===== config.mk =====
export PLATFORM = sky130hd
export DESIGN_NAME = led_fade_pwm_driver_flat
export DESIGN_NICKNAME = d
export VERILOG_FILES = /design/src/rtl/led_pkg.sv /design/src/rtl/led_fade_pwm_driver_if.sv /design/src/rtl/led_pwm_channel.sv /design/src/rtl/led_fade_pwm_driver.sv /design/src/flat_wrapper.sv
export SDC_FILE = /design/constraint.sdc
export NUM_CORES = 1
export LEC_CHECK = 0
export CAP_MARGIN = 5
export CORE_MARGIN = 3
export CORE_UTILIZATION = 45
export CTS_CLUSTER_DIAMETER = 30
export CTS_CLUSTER_SIZE = 25
export DETAILED_ROUTE_END_ITERATION = 12
export MAX_ROUTING_LAYER = met4
export PLACE_DENSITY = 0.62
export SLEW_MARGIN = 20
export SYNTH_ARGS = -nofsm -noshare
export SYNTH_HDL_FRONTEND = slang
export SYNTH_SLANG_ARGS = --single-unit

===== constraint.sdc =====
create_clock -name clk -period 6 [get_ports clk]
set_input_delay 0.9 -clock clk [delete_from_list [all_inputs] [get_ports clk]]
set_output_delay 0.9 -clock clk [all_outputs]
set_load 0.02 [all_outputs]

===== src/rtl/led_pkg.sv =====
// Shared LED dimming definitions: level width, full-scale value and the gamma curve.
// The gamma curve only affects the build when LED_FADE_GAMMA_EN is defined.
package led_pkg;

  localparam int LED_PWM_BITS  = 8;
  localparam int LED_MAX_LEVEL = (1 << LED_PWM_BITS) - 1;

  typedef logic [LED_PWM_BITS-1:0] led_level_t;

  // Square-law perceptual curve for any level width up to 16 bits.
  // Full scale maps to full scale so a solid-on LED stays solidly on.
  function automatic logic [15:0] led_gamma(input logic [15:0] lvl, input int unsigned bits);
    logic [31:0] sq;
    logic [15:0] lvl_max;
    lvl_max = 16'((32'd1 << bits) - 32'd1);
    sq      = {16'd0, lvl} * {16'd0, lvl};
    if (lvl == lvl_max) begin
      return lvl_max;
    end
    return 16'(sq >> bits);
  endfunction

endpackage


===== src/rtl/led_fade_pwm_driver_if.sv =====
// Pattern-in / pins-out bundle of the LED fade driver.
// master = pattern generator side, slave = the driver itself.
interface led_fade_pwm_driver_if #(
  parameter int NUM_LEDS = 8
);

  logic                ena;
  logic [NUM_LEDS-1:0] pattern_in;
  logic [NUM_LEDS-1:0] led_out;
  logic                frame_start;
  logic                fading;

  modport master (
    output ena,
    output pattern_in,
    input  led_out,
    input  frame_start,
    input  fading
  );

  modport slave (
    input  ena,
    input  pattern_in,
    output led_out,
    output frame_start,
    output fading
  );

endinterface


===== src/rtl/led_pwm_channel.sv =====
// One LED channel: afterglow level, period-latched duty and registered PWM compare.
// Duty shaping is the gamma curve when LED_FADE_GAMMA_EN is defined, linear otherwise.
module led_pwm_channel
  import led_pkg::*;
#(
  parameter int PWM_BITS   = LED_PWM_BITS,
  parameter int DECAY_STEP = 32
) (
  input  logic                clk,
  input  logic                reset,
  input  logic                ena,
  input  logic                tick,
  input  logic                period_end,
  input  logic                pattern_bit,
  input  logic [PWM_BITS-1:0] pwm_cnt,
  output logic                led_o,
  output logic                fade_nxt_o
);

  localparam logic [PWM_BITS-1:0] LVL_MAX = '1;
  localparam logic [PWM_BITS-1:0] STEP    = PWM_BITS'(DECAY_STEP);

  logic [PWM_BITS-1:0] level_q;
  logic [PWM_BITS-1:0] level_d;
  logic [PWM_BITS-1:0] duty_q;
  logic [PWM_BITS-1:0] duty_d;
  logic [PWM_BITS-1:0] shaped;
  logic                led_q;
  logic                led_d;

`ifdef LED_FADE_GAMMA_EN
  assign shaped = PWM_BITS'(led_gamma(16'(level_q), PWM_BITS));
`else
  assign shaped = level_q;
`endif

  always_comb begin
    level_d = level_q;
    duty_d  = duty_q;
    led_d   = led_q;
    if (ena) begin
      // A set always beats a coincident decay tick; decay saturates at zero.
      if (pattern_bit) begin
        level_d = LVL_MAX;
      end else if (tick) begin
        level_d = (level_q > STEP) ? level_q - STEP : '0;
      end
      if (period_end) begin
        duty_d = shaped;
      end
      led_d = (duty_q > pwm_cnt);
    end
  end

  // Next-state view so the registered fading flag lines up with the level register.
  assign fade_nxt_o = (level_d != '0) && !pattern_bit;
  assign led_o      = led_q;

  always_ff @(posedge clk) begin
    if (reset) begin
      level_q <= '0;
      duty_q  <= '0;
      led_q   <= 1'b0;
    end else begin
      level_q <= level_d;
      duty_q  <= duty_d;
      led_q   <= led_d;
    end
  end

endmodule


===== src/rtl/led_fade_pwm_driver.sv =====
// LED afterglow PWM driver: shared decay prescaler, PWM period counter, per-channel fade/PWM.
// Optional gamma-shaped duty via LED_FADE_GAMMA_EN; default build is linear.
module led_fade_pwm_driver
  import led_pkg::*;
#(
  parameter int NUM_LEDS   = 8,
  parameter int PWM_BITS   = LED_PWM_BITS,
  parameter int DECAY_DIV  = 16,
  parameter int DECAY_STEP = 32
) (
  input  logic                  clk,
  input  logic                  reset,
  led_fade_pwm_driver_if.slave  bus
);

  localparam int                  PRE_W     = (DECAY_DIV > 1) ? $clog2(DECAY_DIV) : 1;
  localparam logic [PRE_W-1:0]    PRE_LAST  = PRE_W'(DECAY_DIV - 1);
  localparam logic [PWM_BITS-1:0] PWM_MAX   = '1;
  localparam logic [PWM_BITS-1:0] PWM_LAST  = PWM_MAX - 1'b1;

  logic [PRE_W-1:0]    presc_q;
  logic [PRE_W-1:0]    presc_d;
  logic [PWM_BITS-1:0] pwm_cnt_q;
  logic [PWM_BITS-1:0] pwm_cnt_d;
  logic                frame_start_q;
  logic                frame_start_d;
  logic                fading_q;
  logic                fading_d;
  logic                tick;
  logic                period_end;
  logic [NUM_LEDS-1:0] fade_nxt;
  logic [NUM_LEDS-1:0] led_bits;

  // Channels gate these with ena themselves, so a frozen cycle never consumes a tick.
  assign tick       = (presc_q == PRE_LAST);
  assign period_end = (pwm_cnt_q == PWM_LAST);

  always_comb begin
    presc_d       = presc_q;
    pwm_cnt_d     = pwm_cnt_q;
    frame_start_d = frame_start_q;
    fading_d      = fading_q;
    if (bus.ena) begin
      presc_d       = tick ? '0 : presc_q + 1'b1;
      pwm_cnt_d     = period_end ? '0 : pwm_cnt_q + 1'b1;
      frame_start_d = (pwm_cnt_d == '0);
      fading_d      = |fade_nxt;
    end
  end

  always_ff @(posedge clk) begin
    if (reset) begin
      presc_q       <= '0;
      pwm_cnt_q     <= '0;
      frame_start_q <= 1'b0;
      fading_q      <= 1'b0;
    end else begin
      presc_q       <= presc_d;
      pwm_cnt_q     <= pwm_cnt_d;
      frame_start_q <= frame_start_d;
      fading_q      <= fading_d;
    end
  end

  for (genvar i = 0; i < NUM_LEDS; i++) begin : g_ch
    led_pwm_channel #(
      .PWM_BITS   (PWM_BITS),
      .DECAY_STEP (DECAY_STEP)
    ) u_ch (
      .clk         (clk),
      .reset       (reset),
      .ena         (bus.ena),
      .tick        (tick),
      .period_end  (period_end),
      .pattern_bit (bus.pattern_in[i]),
      .pwm_cnt     (pwm_cnt_q),
      .led_o       (led_bits[i]),
      .fade_nxt_o  (fade_nxt[i])
    );
  end

  assign bus.led_out     = led_bits;
  assign bus.frame_start = frame_start_q;
  assign bus.fading      = fading_q;

endmodule


===== src/flat_wrapper.sv =====
// flat-port wrapper written by rule: the top's interface ports become plain ports
module led_fade_pwm_driver_flat import led_pkg::*;
#(
  parameter int NUM_LEDS   = 8,
  parameter int PWM_BITS   = LED_PWM_BITS,
  parameter int DECAY_DIV  = 16,
  parameter int DECAY_STEP = 32
)
  (clk, reset, bus_ena, bus_pattern_in, bus_led_out, bus_frame_start, bus_fading);
  led_fade_pwm_driver_if #(.NUM_LEDS(NUM_LEDS)) bus_i ();
  input  logic clk;
  input  logic reset;
  input wire logic [$bits(bus_i.ena)-1:0] bus_ena;
  input wire logic [$bits(bus_i.pattern_in)-1:0] bus_pattern_in;
  output wire logic [$bits(bus_i.led_out)-1:0] bus_led_out;
  output wire logic [$bits(bus_i.frame_start)-1:0] bus_frame_start;
  output wire logic [$bits(bus_i.fading)-1:0] bus_fading;
  assign bus_i.ena = bus_ena;
  assign bus_i.pattern_in = bus_pattern_in;
  assign bus_led_out = bus_i.led_out;
  assign bus_frame_start = bus_i.frame_start;
  assign bus_fading = bus_i.fading;
  led_fade_pwm_driver #(.NUM_LEDS(NUM_LEDS), .PWM_BITS(PWM_BITS), .DECAY_DIV(DECAY_DIV), .DECAY_STEP(DECAY_STEP)) u_core (.clk(clk), .reset(reset), .bus(bus_i));
endmodule

==> results of run 1 <==
## worst max-delay path, delay by kind of cell, from the launching register on
| kind | cells | cell delay, ps |
|---|---|---|
| flip-flops | 1 | 420 |
| AO/OA/AOI/OAI | 1 | 170 |
| AND/OR/NAND/NOR | 4 | 1290 |
| buffers and inverters | 2 | 900 |
## cells in the mapped netlist (all sizes together), types with 2 or more instances
| master | number |
|---|---|
| a311oi | 2 |
| and2 | 2 |
| a21boi | 11 |
| o211ai | 3 |
| a21oi | 166 |
| a221oi | 3 |
| o21ai | 32 |
| nand2 | 218 |
| o221ai | 2 |
| mux2i | 4 |
| o311ai | 5 |
| inv | 45 |
| a31oi | 14 |
| ha | 75 |
| nand2b | 13 |
| o21a | 12 |
| nor2 | 46 |
| or3 | 7 |
| dfxtp | 150 |
| o2bb2ai | 2 |
| o31a | 2 |
| a21o | 3 |
| o31ai | 4 |
| or4 | 4 |
| buf | 22 |
| nor2b | 13 |
| nand3 | 22 |
| xnor2 | 3 |
| nand4 | 7 |
| nor4 | 4 |
| clkbuf | 32 |
| nor3 | 32 |
## cell usage in the layout, fill, tap and decap left out, types with 2 or more instances in the layout
cell type,count
sky130_fd_sc_hd__o311ai_0,5
sky130_fd_sc_hd__nor3_1,32
sky130_fd_sc_hd__bufinv_16,3
sky130_fd_sc_hd__o21ai_0,31
sky130_fd_sc_hd__clkinv_2,3
sky130_fd_sc_hd__o31ai_1,4
sky130_fd_sc_hd__o2bb2ai_1,2
sky130_fd_sc_hd__clkdlybuf4s50_1,18
sky130_fd_sc_hd__inv_1,45
sky130_fd_sc_hd__nor2b_1,13
sky130_fd_sc_hd__o31a_1,2
sky130_fd_sc_hd__nand2_1,217
sky130_fd_sc_hd__nor2_1,46
sky130_fd_sc_hd__buf_4,5
sky130_fd_sc_hd__or4_1,4
sky130_fd_sc_hd__nand2b_1,12
sky130_fd_sc_hd__nand3_1,22
sky130_fd_sc_hd__a311oi_1,2
sky130_fd_sc_hd__dfxtp_1,150
sky130_fd_sc_hd__nand4_1,6
sky130_fd_sc_hd__a221oi_1,3
sky130_fd_sc_hd__clkinvlp_4,4
sky130_fd_sc_hd__o211ai_1,3
sky130_fd_sc_hd__o21a_1,12
sky130_fd_sc_hd__clkbuf_8,2
sky130_fd_sc_hd__a21oi_1,166
sky130_fd_sc_hd__a31oi_1,14
sky130_fd_sc_hd__o221ai_1,2
sky130_fd_sc_hd__a21o_1,3
sky130_fd_sc_hd__or3_1,7
sky130_fd_sc_hd__xnor2_1,3
sky130_fd_sc_hd__clkbuf_16,17
sky130_fd_sc_hd__ha_1,75
sky130_fd_sc_hd__nor4_1,3
sky130_fd_sc_hd__a21boi_0,11
sky130_fd_sc_hd__mux2i_1,4
## state kept, by name, summed over array words and instances (netlist names)
signal / flops
u_core.g_ch.u_ch.duty_q: 64
u_core.g_ch.u_ch.led_o: 8
u_core.g_ch.u_ch.level_q: 64
u_core.pwm_cnt_q: 8
u_core.bus.fading: 1
u_core.bus.frame_start: 1
u_core.presc_q: 4
## cell type report
class                   count  area, µm²
fillers                  1616       7737
multi-input cells         724       4195
flip-flops and latches    150       3003
clock buffers              19      452.9
well taps                 216      270.3
repair buffers             25      250.2
inverters                  45      168.9
clock inverters            12      152.6
## worst min path at each step
stage	start	endpoint	cells past startpoint
3_3_place_gp	u_core.g_ch[3].u_ch.duty_q[0]$_SDFFE_PP0P_	u_core.g_ch[3].u_ch.duty_q[0]$_SDFFE_PP0P_	2
5_1_grt	u_core.g_ch[2].u_ch.duty_q[0]$_SDFFE_PP0P_	u_core.g_ch[2].u_ch.duty_q[0]$_SDFFE_PP0P_	2
3_5_place_dp	u_core.g_ch[1].u_ch.duty_q[0]$_SDFFE_PP0P_	u_core.g_ch[1].u_ch.duty_q[0]$_SDFFE_PP0P_	2
4_1_cts	u_core.g_ch[1].u_ch.duty_q[0]$_SDFFE_PP0P_	u_core.g_ch[1].u_ch.duty_q[0]$_SDFFE_PP0P_	2
2_1_floorplan	u_core.g_ch[0].u_ch.duty_q[0]$_SDFFE_PP0P_	u_core.g_ch[0].u_ch.duty_q[0]$_SDFFE_PP0P_	2
6_report	u_core.g_ch[7].u_ch.duty_q[0]$_SDFFE_PP0P_	u_core.g_ch[7].u_ch.duty_q[0]$_SDFFE_PP0P_	2
## per-stage QoR
step | hold WS (ps) | area (µm²) | total power, mW | std cells | util
CTS | 456.0 | 8456 | 2.419 | 1190 | 0.5210
detailed placement | 447.5 | 7850 | 1.322 | 1159 | 0.4837
floorplan | 436.3 | 7601 | 1.258 | 973 | -
finish | 454.5 | 8493 | 2.403 | 1191 | 0.5233
global route | 473.4 | 8493 | 2.508 | 1191 | 0.5233
global placement | 444.1 | 7850 | 1.321 | 1159 | 0.4837
## layer usage
layer / GRT usage / up-vias / share of wire
met5: - / - / 0
met4: 0.06159 / 0 / 0.016
met3: 0.04478 / 23 / 0.034
met2: 0.3255 / 96 / 0.45
met1: 0.2838 / 3058 / 0.50
li1: - / 3355 / -
## cells by family (layout without fill, tap and decap cells)
group                    Yosys count  count (layout)  share of synthesized area
AND/OR/NAND/NOR                  372             372                     0.2145
AO/OA/AOI/OAI                    269             269                     0.2023
flip-flops                       150             150                     0.3951
buffers and inverters             99             101                    0.05482
adder cells (fa/ha/maj)           75              75                     0.1235
XOR/XNOR                           4               4                   0.004610
multiplexers                       4               4                   0.005268
## power breakdown
part | internal, mW | switching (mW)
combinational | 0.0988 | 0.129
clock | 0.672 | 0.427
sequential | 1.03 | 0.0428
total | 1.80 | 0.598
==> implementation parameters, run 1 <==
Parameter                              Value

Outcome
  Status    completed

Critical path
  Kind of end point of the critical path    flop
  Capturing instance or port of the critical path    u_core.g_ch[6].u_ch.duty_q[1]$_SDFFE_PP0P_
  CP Launch Point    u_core.pwm_cnt_q[4]$_SDFFE_PP0P_
  Max Fanout on Critical Path    between 60 and 70
  Setup Crit Path Kind    reg2reg
  Crit-path max cell delay    560 ps
  Setup slack of the most critical reg-to-reg path    3100 ps
  Launch point of the worst reg-to-reg path    u_core.pwm_cnt_q[4]$_SDFFE_PP0P_
  Register-to-Register Path Depth    7
  CP cell instances    inv_1, nor4_2, and3_1, and2_2, buf_4, nand2_1, a21oi_1
  Arrival @ worst endpoint    approximately 3300 ps
  Crit path required time    6350 ps
  Slowest CP cell    sky130_fd_sc_hd__buf_4
  Kind of launch point of the worst setup path    flop
  Destination of the worst register-to-register timing path    u_core.g_ch[6].u_ch.duty_q[1]$_SDFFE_PP0P_

Placement
  Buffers on Ports    20
  Detail Placement HPWL    roughly 11 mm
  Weighted congestion reported at the end of routability-driven placement    about 0.80
  Pre-CTS setup slack    roughly 2300 ps

Timing
  Hold Vio Cnt, Final    0
  Worst setup margin    3102 ps
  Worst clock skew on the final layout    slightly below 9 ps
  Number of setup violations in the final report    0
  Upper clock frequency limit    around 350 MHz
  Final Max Slew Viols    0
  Setup repair after global routing missed its margin    no
  Relative slew margins    0.3209
  Post-route setup TNS    0 ps
  Time the final worst path needs with I/O delays and setup    approximately 2900 ps
  Final period util    0.4831
  Worst-margin pin slew    roughly 1000 ps

Pwr
  Reported leakage power    3.174 nW
  Power Dens Cells    between 200 and 300 nW/µm²
  Max IR drop VDD    0.2209 mV

Route
  Final antenna-violating net count    0
  Number of vias per cell    ~5.5
  Routed via count    6,532
  Number of detailed-routing iterations run before antenna repair    5
  Mean routed wirelength per cell    approximately 15 µm
  Total Routed Length    around 18 mm
  Residual DRC count    0
  Iter 0 DRT Violations    about 420

Synthesis
  Fraction of post-synthesis cell area in the top cell type by area    0.3951
  Post-synthesis cell count    973
  Sequential fraction of the synthesis area    0.3951
  Cell type with the highest aggregate area in the netlist    sky130_fd_sc_hd__dfxtp_1
  Async set-or-reset flop fraction in the synthesized netlist    0
  Count of flip-flops with a built-in enable after synthesis    0
  Synthesized Nets    about 1,100
  Yosys synthesis warning count    0
  Synthesized area divided by synthesized cell count    roughly 8 µm²
  Count of different cell masters after synthesis    between 50 and 60
  Flip-flop and latch count after synthesis    150
  Largest cells by area after synthesis    sky130_fd_sc_hd__dfxtp_1 40%, sky130_fd_sc_hd__ha_1 12%, sky130_fd_sc_hd__a21oi_1 11%, sky130_fd_sc_hd__nand2_1 11%, sky130_fd_sc_hd__nor2_1 2.3%
  Synth Cell Area    7601 µm²
  Flip-flop cell with the highest count after synthesis    sky130_fd_sc_hd__dfxtp_1

Clock tree
  Max Buffers Root-to-Sink    2
  Num Clock Sinks    150
  Clock-pin slew on the worst setup and hold paths    approximately 60 ps
  CTS tree    built
  Clock buffer count from CTS    17
  Post-CTS sizing    0
  Root Driver    sky130_fd_sc_hd__clkbuf_16
  Setup bufs post-CTS    0
  Number of H-tree branching levels    4
  Cts-stage hold buffer count    0
  Clock insertion delay at the later pin of the skew report    around 430 ps

Die
  Number of primary I/O pins    21
  Starting Density    0.4683
  Die width    about 140 µm
  Rows    46
  Height of the chip    136.0 µm
  Total Die Area    ~18,000 µm²
  Area of the core    approximately 16,000 µm²

Min path
  Class of the worst hold path    reg2reg

Flow run
  Total of max-cap violations    0

Global route
  Global-route congestion overflow total    0
  Global-route wire length before repair    between 30 and 40 mm
  Initial antenna violation count    0
  Overall routing resource usage    0.2122
  Via count of the first global-routing pass    a little over 6,000
  Pin count of the biggest net entering global routing    ~100

Final layout
  Antenna fix cells    0
  Proportion of layout cells with a drive suffix above 1    0.04718
  Nets    approximately 1,000
  Area added between synthesis and finish    11.74%
Note: power is estimated with default switching activity, not from simulation.
==> run 2: changes to the inputs <==
- PLACE_DENSITY: 0.62 -> 0.65
- clock period: 6 -> 2.6 ns (I/O delays scaled with it)
==> run 2 against run 1 <==
Net effect:
- total power grew 120%
- register-to-register slack worse by 2800 ps
- final cell count is 2.1% higher
- global-route usage shrank 0.44 points
- count of clock-buffer cells in the layout down 2
- sequential power is 130% higher
- clock power up 110%
- worst hold slack worse by 7.4 ps
- sequential share of layout area decreased by 0.73 points
- critical path depth up 2
- cell area grew 2.2%
- first-iteration DRC count shrank 9.3%
==> implementation parameters, run 2 (synthesis results as in run 1) <==
Parameter                              Value

Critical path
  Setup slack of the most critical reg-to-reg path    roughly 300 ps
  Register-to-Register Path Depth    9
  Crit-path max cell delay    about 420 ps
  Max Fanout on Critical Path    10
  CP bufs+invs    1
  Cell count along the critical path    9
  CP Launch Point    u_core.pwm_cnt_q[2]$_SDFFE_PP0P_
  Critical Path Most Common Cell    sky130_fd_sc_hd__a21oi_1
  Setup Crit Path Kind    reg2reg
  Destination of the worst register-to-register timing path    u_core.g_ch[3].u_ch.led_o$_SDFFE_PP0P_
  Delay-heaviest family, CP    compound AO/OA/AOI/OAI gates
  Crit path required time    between 2000 and 3000 ps
  Slowest CP cell    sky130_fd_sc_hd__dfxtp_1
  Kind of launch point of the worst setup path    flop
  CP cell instances    inv_1, ha_1, nand3_1, o221ai_1, a21o_1, a21oi_1, o21ai_0, o311ai_0, a21oi_1
  Launch point of the worst reg-to-reg path    u_core.pwm_cnt_q[2]$_SDFFE_PP0P_
  Kind of end point of the critical path    flop
  Arrival @ worst endpoint    around 2700 ps

Clock tree
  Root Driver    sky130_fd_sc_hd__clkbuf_16
  Clock buffer count from CTS    17
  Num Clock Sinks    150
  Clock insertion delay at the later pin of the skew report    between 400 and 500 ps
  Clock-pin slew on the worst setup and hold paths    60 ps
  Number of H-tree branching levels    4
  CTS tree    built
  Max Buffers Root-to-Sink    2

Die
  Die width    roughly 140 µm
  Height of the chip    between 100 and 150 µm
  Number of primary I/O pins    21
  Total Die Area    18,490 µm²
  Rows    46
  Area of the core    16,230 µm²
  Starting Density    0.4683

Global route
  Overall routing resource usage    0.2078
  Pin count of the biggest net entering global routing    56
  Met3 track utilization from global routing    0.04885
  Via count of the first global-routing pass    6,179
  Global-route wire length before repair    between 20 and 30 mm
  Initial antenna violation count    0
  Global-route congestion overflow total    0
  Met2 track utilization from global routing    0.3310
  Most Used Layer, Global Route    met2
  GR Util met1    0.2648

Placement
  Buffers on Ports    20
  Dpl cells    roughly 1,200
  Weighted congestion reported at the end of routability-driven placement    0.8226
  Instance area after placement    just over 8000 µm²
  Detail Placement HPWL    roughly 12 mm

Timing
  Hold Vio Cnt, Final    0
  Worst-margin pin slew    between 500 and 600 ps
  Setup repair after global routing missed its margin    no
  Time the final worst path needs with I/O delays and setup    around 2300 ps
  Final period util    0.8863
  Worst hold slack across all endpoints    447.1 ps
  Upper clock frequency limit    about 430 MHz
  Relative slew margins    0.6256
  Number of setup violations in the final report    0
  Post-route setup TNS    0 ps
  Final Max Slew Viols    0
  Worst clock skew on the final layout    6.653 ps

Pwr
  Reported leakage power    around 3.3 nW
  Max IR drop VDD    around 0.46 mV
  Power Dens Cells    between 600 and 700 nW/µm²

Route
  Number of detailed-routing iterations run before antenna repair    5
  Residual DRC count    0
  Routed via count    about 6,600
  Iter 0 DRT Violations    between 300 and 400
  Mean routed wirelength per cell    14.63 µm
  Total Routed Length    17.79 mm
  Number of vias per cell    5.467
  Final antenna-violating net count    0

Final layout
  Antenna fix cells    0
  Final cell count without fillers    ~1,200
  Nets    ~1,100
  Area added between synthesis and finish    14.14%
  Proportion of layout cells with a drive suffix above 1    0.07200
  Largest regs    u_core.g_ch.u_ch.duty_q x64, u_core.g_ch.u_ch.level_q x64
  Commonest non-fill, non-tap cells in the layout    217 x sky130_fd_sc_hd__nand2_1, 166 x sky130_fd_sc_hd__a21oi_1, 149 x sky130_fd_sc_hd__dfxtp_1, 75 x sky130_fd_sc_hd__ha_1, 46 x sky130_fd_sc_hd__nor2_1
  Leading cell type in the layout, fill and taps excluded    sky130_fd_sc_hd__nand2_1
  Area of all placed cells without fillers    roughly 8700 µm²

Min path
  Hold Path Cell Cnt    2
  Hold path start    reset
  Hold path endpoint    u_core.g_ch[7].u_ch.led_o$_SDFFE_PP0P_
  Class of the worst hold path    in2reg

Flow run
  Total of max-cap violations    0

Outcome
  Status    completed
## run 2: changes by cell type in the layout (fill, tap and decap cells not counted), moves of 2 or more
cell and delta:
sky130_fd_sc_hd__clkbuf_8 -2, sky130_fd_sc_hd__buf_12 +6, sky130_fd_sc_hd__clkinv_4 +3, sky130_fd_sc_hd__bufinv_16 -2
sky130_fd_sc_hd__buf_4 +19
## run 2: how the worst max path moves through the flow
stage                                              to  slack (ps)
2_1_floorplan  u_core.g_ch[0].u_ch.led_o$_SDFFE_PP0P_         590
3_3_place_gp   u_core.g_ch[0].u_ch.led_o$_SDFFE_PP0P_         270
5_1_grt        u_core.g_ch[0].u_ch.led_o$_SDFFE_PP0P_         150
3_5_place_dp   u_core.g_ch[0].u_ch.led_o$_SDFFE_PP0P_         160
6_report       u_core.g_ch[3].u_ch.led_o$_SDFFE_PP0P_         300
4_1_cts        u_core.g_ch[0].u_ch.led_o$_SDFFE_PP0P_         140
## run 2: where the power goes
| group | total (mW) | internal (mW) | switching, mW | leakage (nW) |
|---|---|---|---|---|
| Combinational | 0.551 | 0.247 | 0.305 | 1.79 |
| Sequential | 2.47 | 2.39 | 0.0880 | 1.23 |
| Clock | 2.33 | 1.32 | 1.02 | 0.265 |
## run 2: timing repair
item,in CTS,in global routing
setup buffers,0,4
endpoints found under the setup margin,0,1
endpoints found under the hold margin,0,0
gates resized for setup,0,2
hold buffers,0,0
## run 2: cell type report
| type | instances | area [µm²] |
|---|---|---|
| repair buffers | 49 | 485.5 |
| clock buffers | 17 | 425.4 |
| inverters | 45 | 172.7 |
| clock inverters | 15 | 132.6 |
| fillers | 1594 | 7555 |
| flip-flops and latches | 150 | 3004 |
| well taps | 216 | 270.3 |
| multi-input cells | 724 | 4185 |
## run 2: layer usage
layer	routed length [µm]	vias up	part of all wire
met2	8205	83	0.46
met4	195	0	0.011
met3	561	20	0.032
met5	0	-	0
met1	8831	3139	0.50
li1	-	3406	-
## run 2: worst register-to-register path, delay by kind of cell (launching register included)
kind / cells / cell delay [ps]
fa+ha+maj: 1 / 400
buf+inv: 1 / 290
compound gates: 6 / 1020
simple gates: 1 / 100
flops: 1 / 420
## run 2: through the flow
| stage | total power [mW] | util | setup WS (ps) |
|---|---|---|---|
| after detailed placement | 3.063 | 0.4980 | 158.2 |
| after floorplan | 2.903 | - | 589.3 |
| after global routing | 5.607 | 0.5345 | 150.3 |
| after global placement | 3.056 | 0.4980 | 273.5 |
| final | 5.358 | 0.5345 | 295.6 |
| after CTS | 5.407 | 0.5324 | 143.1 |
==> run 3: changes to the inputs <==
- CTS_CLUSTER_DIAMETER: 30 -> not set
- MAX_ROUTING_LAYER: met4 -> not set
==> run 3 against run 2 <==
Net effect:
- critical path type unchanged
- clock skew increased by 2.1 ps
- flip-flop and latch count unchanged
- via count increased by 0.29%
- largest power group unchanged
- fmax decreased by 0.24%
- setup slack got worse by 5.5 ps
- largest cell class unchanged
==> implementation parameters, run 3 (synthesis results as in run 1) <==
Parameter                              Value

Final layout
  Commonest non-fill, non-tap cells in the layout    217 x sky130_fd_sc_hd__nand2_1, 166 x sky130_fd_sc_hd__a21oi_1, 149 x sky130_fd_sc_hd__dfxtp_1, 75 x sky130_fd_sc_hd__ha_1, 46 x sky130_fd_sc_hd__nor2_1
  Area added between synthesis and finish    14.14%
  Antenna fix cells    0
  Leading cell type in the layout, fill and taps excluded    sky130_fd_sc_hd__nand2_1
  Area of all placed cells without fillers    a little under 9000 µm²
  Proportion of layout cells with a drive suffix above 1    0.07200
  Largest regs    u_core.g_ch.u_ch.duty_q x64, u_core.g_ch.u_ch.level_q x64
  End-of-flow core utilization    0.5345
  Nets    ~1,100

Global route
  Via count of the first global-routing pass    just over 6,000
  Pin count of the biggest net entering global routing    56
  Global-route congestion overflow total    0
  Initial antenna violation count    0
  Overall routing resource usage    0.2019
  Global-route wire length before repair    29.76 mm

Timing
  Setup repair after global routing missed its margin    no
  Relative slew margins    0.6215
  Final Max Slew Viols    0
  Number of setup violations in the final report    0
  Worst-margin pin slew    about 570 ps
  Time the final worst path needs with I/O delays and setup    around 2300 ps
  Worst clock skew on the final layout    8.712 ps
  Final period util    0.8884
  Upper clock frequency limit    ~430 MHz
  Hold Vio Cnt, Final    0
  Post-route setup TNS    0 ps

Pwr
  Combinational power share    0.103
  Max IR drop VDD    around 0.46 mV
  Power Dens Cells    617.8 nW/µm²
  Part of the total power dissipated in sequential elements    0.461
  Switch share    0.2633
  Reported leakage power    approximately 3.3 nW
  P_sw    between 1 and 1.5 mW
  Clock share of power    0.436
  Internal power contribution    between 3 and 4 mW

Die
  Rows    46
  Number of primary I/O pins    21
  Height of the chip    approximately 140 µm
  Area of the core    roughly 16,000 µm²
  Die width    136.0 µm
  Total Die Area    roughly 18,000 µm²
  Starting Density    0.4683

Placement
  Weighted congestion reported at the end of routability-driven placement    ~0.81
  Detail Placement HPWL    about 12 mm
  Buffers on Ports    20
  Instance area after placement    between 8000 and 9000 µm²

Critical path
  Critical Path Most Common Cell    sky130_fd_sc_hd__a21oi_1
  Slowest CP cell    sky130_fd_sc_hd__dfxtp_1
  Kind of end point of the critical path    flop
  Destination of the worst register-to-register timing path    u_core.g_ch[3].u_ch.led_o$_SDFFE_PP0P_
  Kind of launch point of the worst setup path    flop
  Crit path required time    approximately 3000 ps
  Delay-heaviest family, CP    compound AO/OA/AOI/OAI gates
  Max Fanout on Critical Path    10
  Setup slack of the most critical reg-to-reg path    290 ps
  Arrival @ worst endpoint    2670 ps
  Register-to-Register Path Depth    9
  Launch point of the worst reg-to-reg path    u_core.pwm_cnt_q[2]$_SDFFE_PP0P_
  CP cell instances    inv_1, ha_1, nand3_1, o221ai_1, a21o_1, a21oi_1, o21ai_0, o311ai_0, a21oi_1
  CP bufs+invs    1
  Setup Crit Path Kind    reg2reg
  Crit-path max cell delay    420 ps

Clock tree
  Root Driver    sky130_fd_sc_hd__clkbuf_16
  Num Clock Sinks    150
  Max Buffers Root-to-Sink    2
  Clock-pin slew on the worst setup and hold paths    around 60 ps
  Clock buffer count from CTS    17
  CTS tree    built
  Number of H-tree branching levels    4
  Clock insertion delay at the later pin of the skew report    430 ps

Route
  Residual DRC count    0
  Iter 0 DRT Violations    between 300 and 400
  Final antenna-violating net count    0
  Total Routed Length    approximately 18 mm
  Mean routed wirelength per cell    14.62 µm
  Routed via count    6,667
  Number of vias per cell    5.483
  Number of detailed-routing iterations run before antenna repair    5

Flow run
  Total of max-cap violations    0

Min path
  Hold path endpoint    u_core.g_ch[3].u_ch.level_q[7]$_SDFF_PP0_
  Class of the worst hold path    in2reg
  Hold Path Cell Cnt    2
  Hold path start    reset

Outcome
  Status    completed
-- run 3: cell counts in the layout (fill, tap and decap cells not counted) --
No cell type changed its count.
-- run 3: how the worst max path moves through the flow --
stage | startpoint | to | slack [ps] | depth (start not counted)
global route | u_core.pwm_cnt_q[1]$_SDFFE_PP0P_ | u_core.g_ch[0].u_ch.led_o$_SDFFE_PP0P_ | 150 | 9
global placement | u_core.pwm_cnt_q[1]$_SDFFE_PP0P_ | u_core.g_ch[0].u_ch.led_o$_SDFFE_PP0P_ | 270 | 9
CTS | u_core.pwm_cnt_q[1]$_SDFFE_PP0P_ | u_core.g_ch[0].u_ch.led_o$_SDFFE_PP0P_ | 140 | 9
detailed placement | u_core.pwm_cnt_q[1]$_SDFFE_PP0P_ | u_core.g_ch[0].u_ch.led_o$_SDFFE_PP0P_ | 160 | 9
floorplan | u_core.pwm_cnt_q[1]$_SDFFE_PP0P_ | u_core.g_ch[0].u_ch.led_o$_SDFFE_PP0P_ | 590 | 9
finish | u_core.pwm_cnt_q[2]$_SDFFE_PP0P_ | u_core.g_ch[3].u_ch.led_o$_SDFFE_PP0P_ | 290 | 9
-- run 3: through the flow --
step | cells | total power [mW] | hold WS [ps] | setup slack, ps
final | 1216 | 5.360 | 446.2 | 290.0
after floorplan | 973 | 2.903 | 436.3 | 589.3
after detailed placement | 1180 | 3.063 | 450.5 | 158.2
after CTS | 1212 | 5.407 | 429.7 | 143.1
after global placement | 1180 | 3.056 | 443.0 | 273.5
after global routing | 1216 | 5.605 | 451.8 | 150.0
-- run 3: cell type report --
cell class	count	area (µm²)
flip-flops and latches	150	3004
clock inverters	15	132.6
repair buffers	49	485.5
clock buffers	17	425.4
fillers	1594	7555
inverters	45	172.7
multi-input cells	724	4185
well taps	216	270.3
-- run 3: what timing repair did --
item / CTS / global route
buffers inserted: 0 / 4
resized for setup: 0 / 2
endpoints found under the setup margin: 0 / 1
hold buffers: 0 / 0
-- run 3: layer usage --
layer	vias up	wire, µm	track usage
met3	19	587	0.04774
li1	3405	-	-
met2	93	8134	0.3313
met1	3150	8830	0.2644
met4	0	222	0.06159
met5	-	0	0
-- run 3: power by group through the flow --
stage	combinational [mW]	clock, mW	sequential (mW)
6_report	0.552	2.34	2.47
5_1_grt	0.622	2.50	2.49
4_1_cts	0.545	2.39	2.47
3_5_place_dp	0.541	0	2.52
3_3_place_gp	0.535	0	2.52
2_1_floorplan	0.405	0	2.50
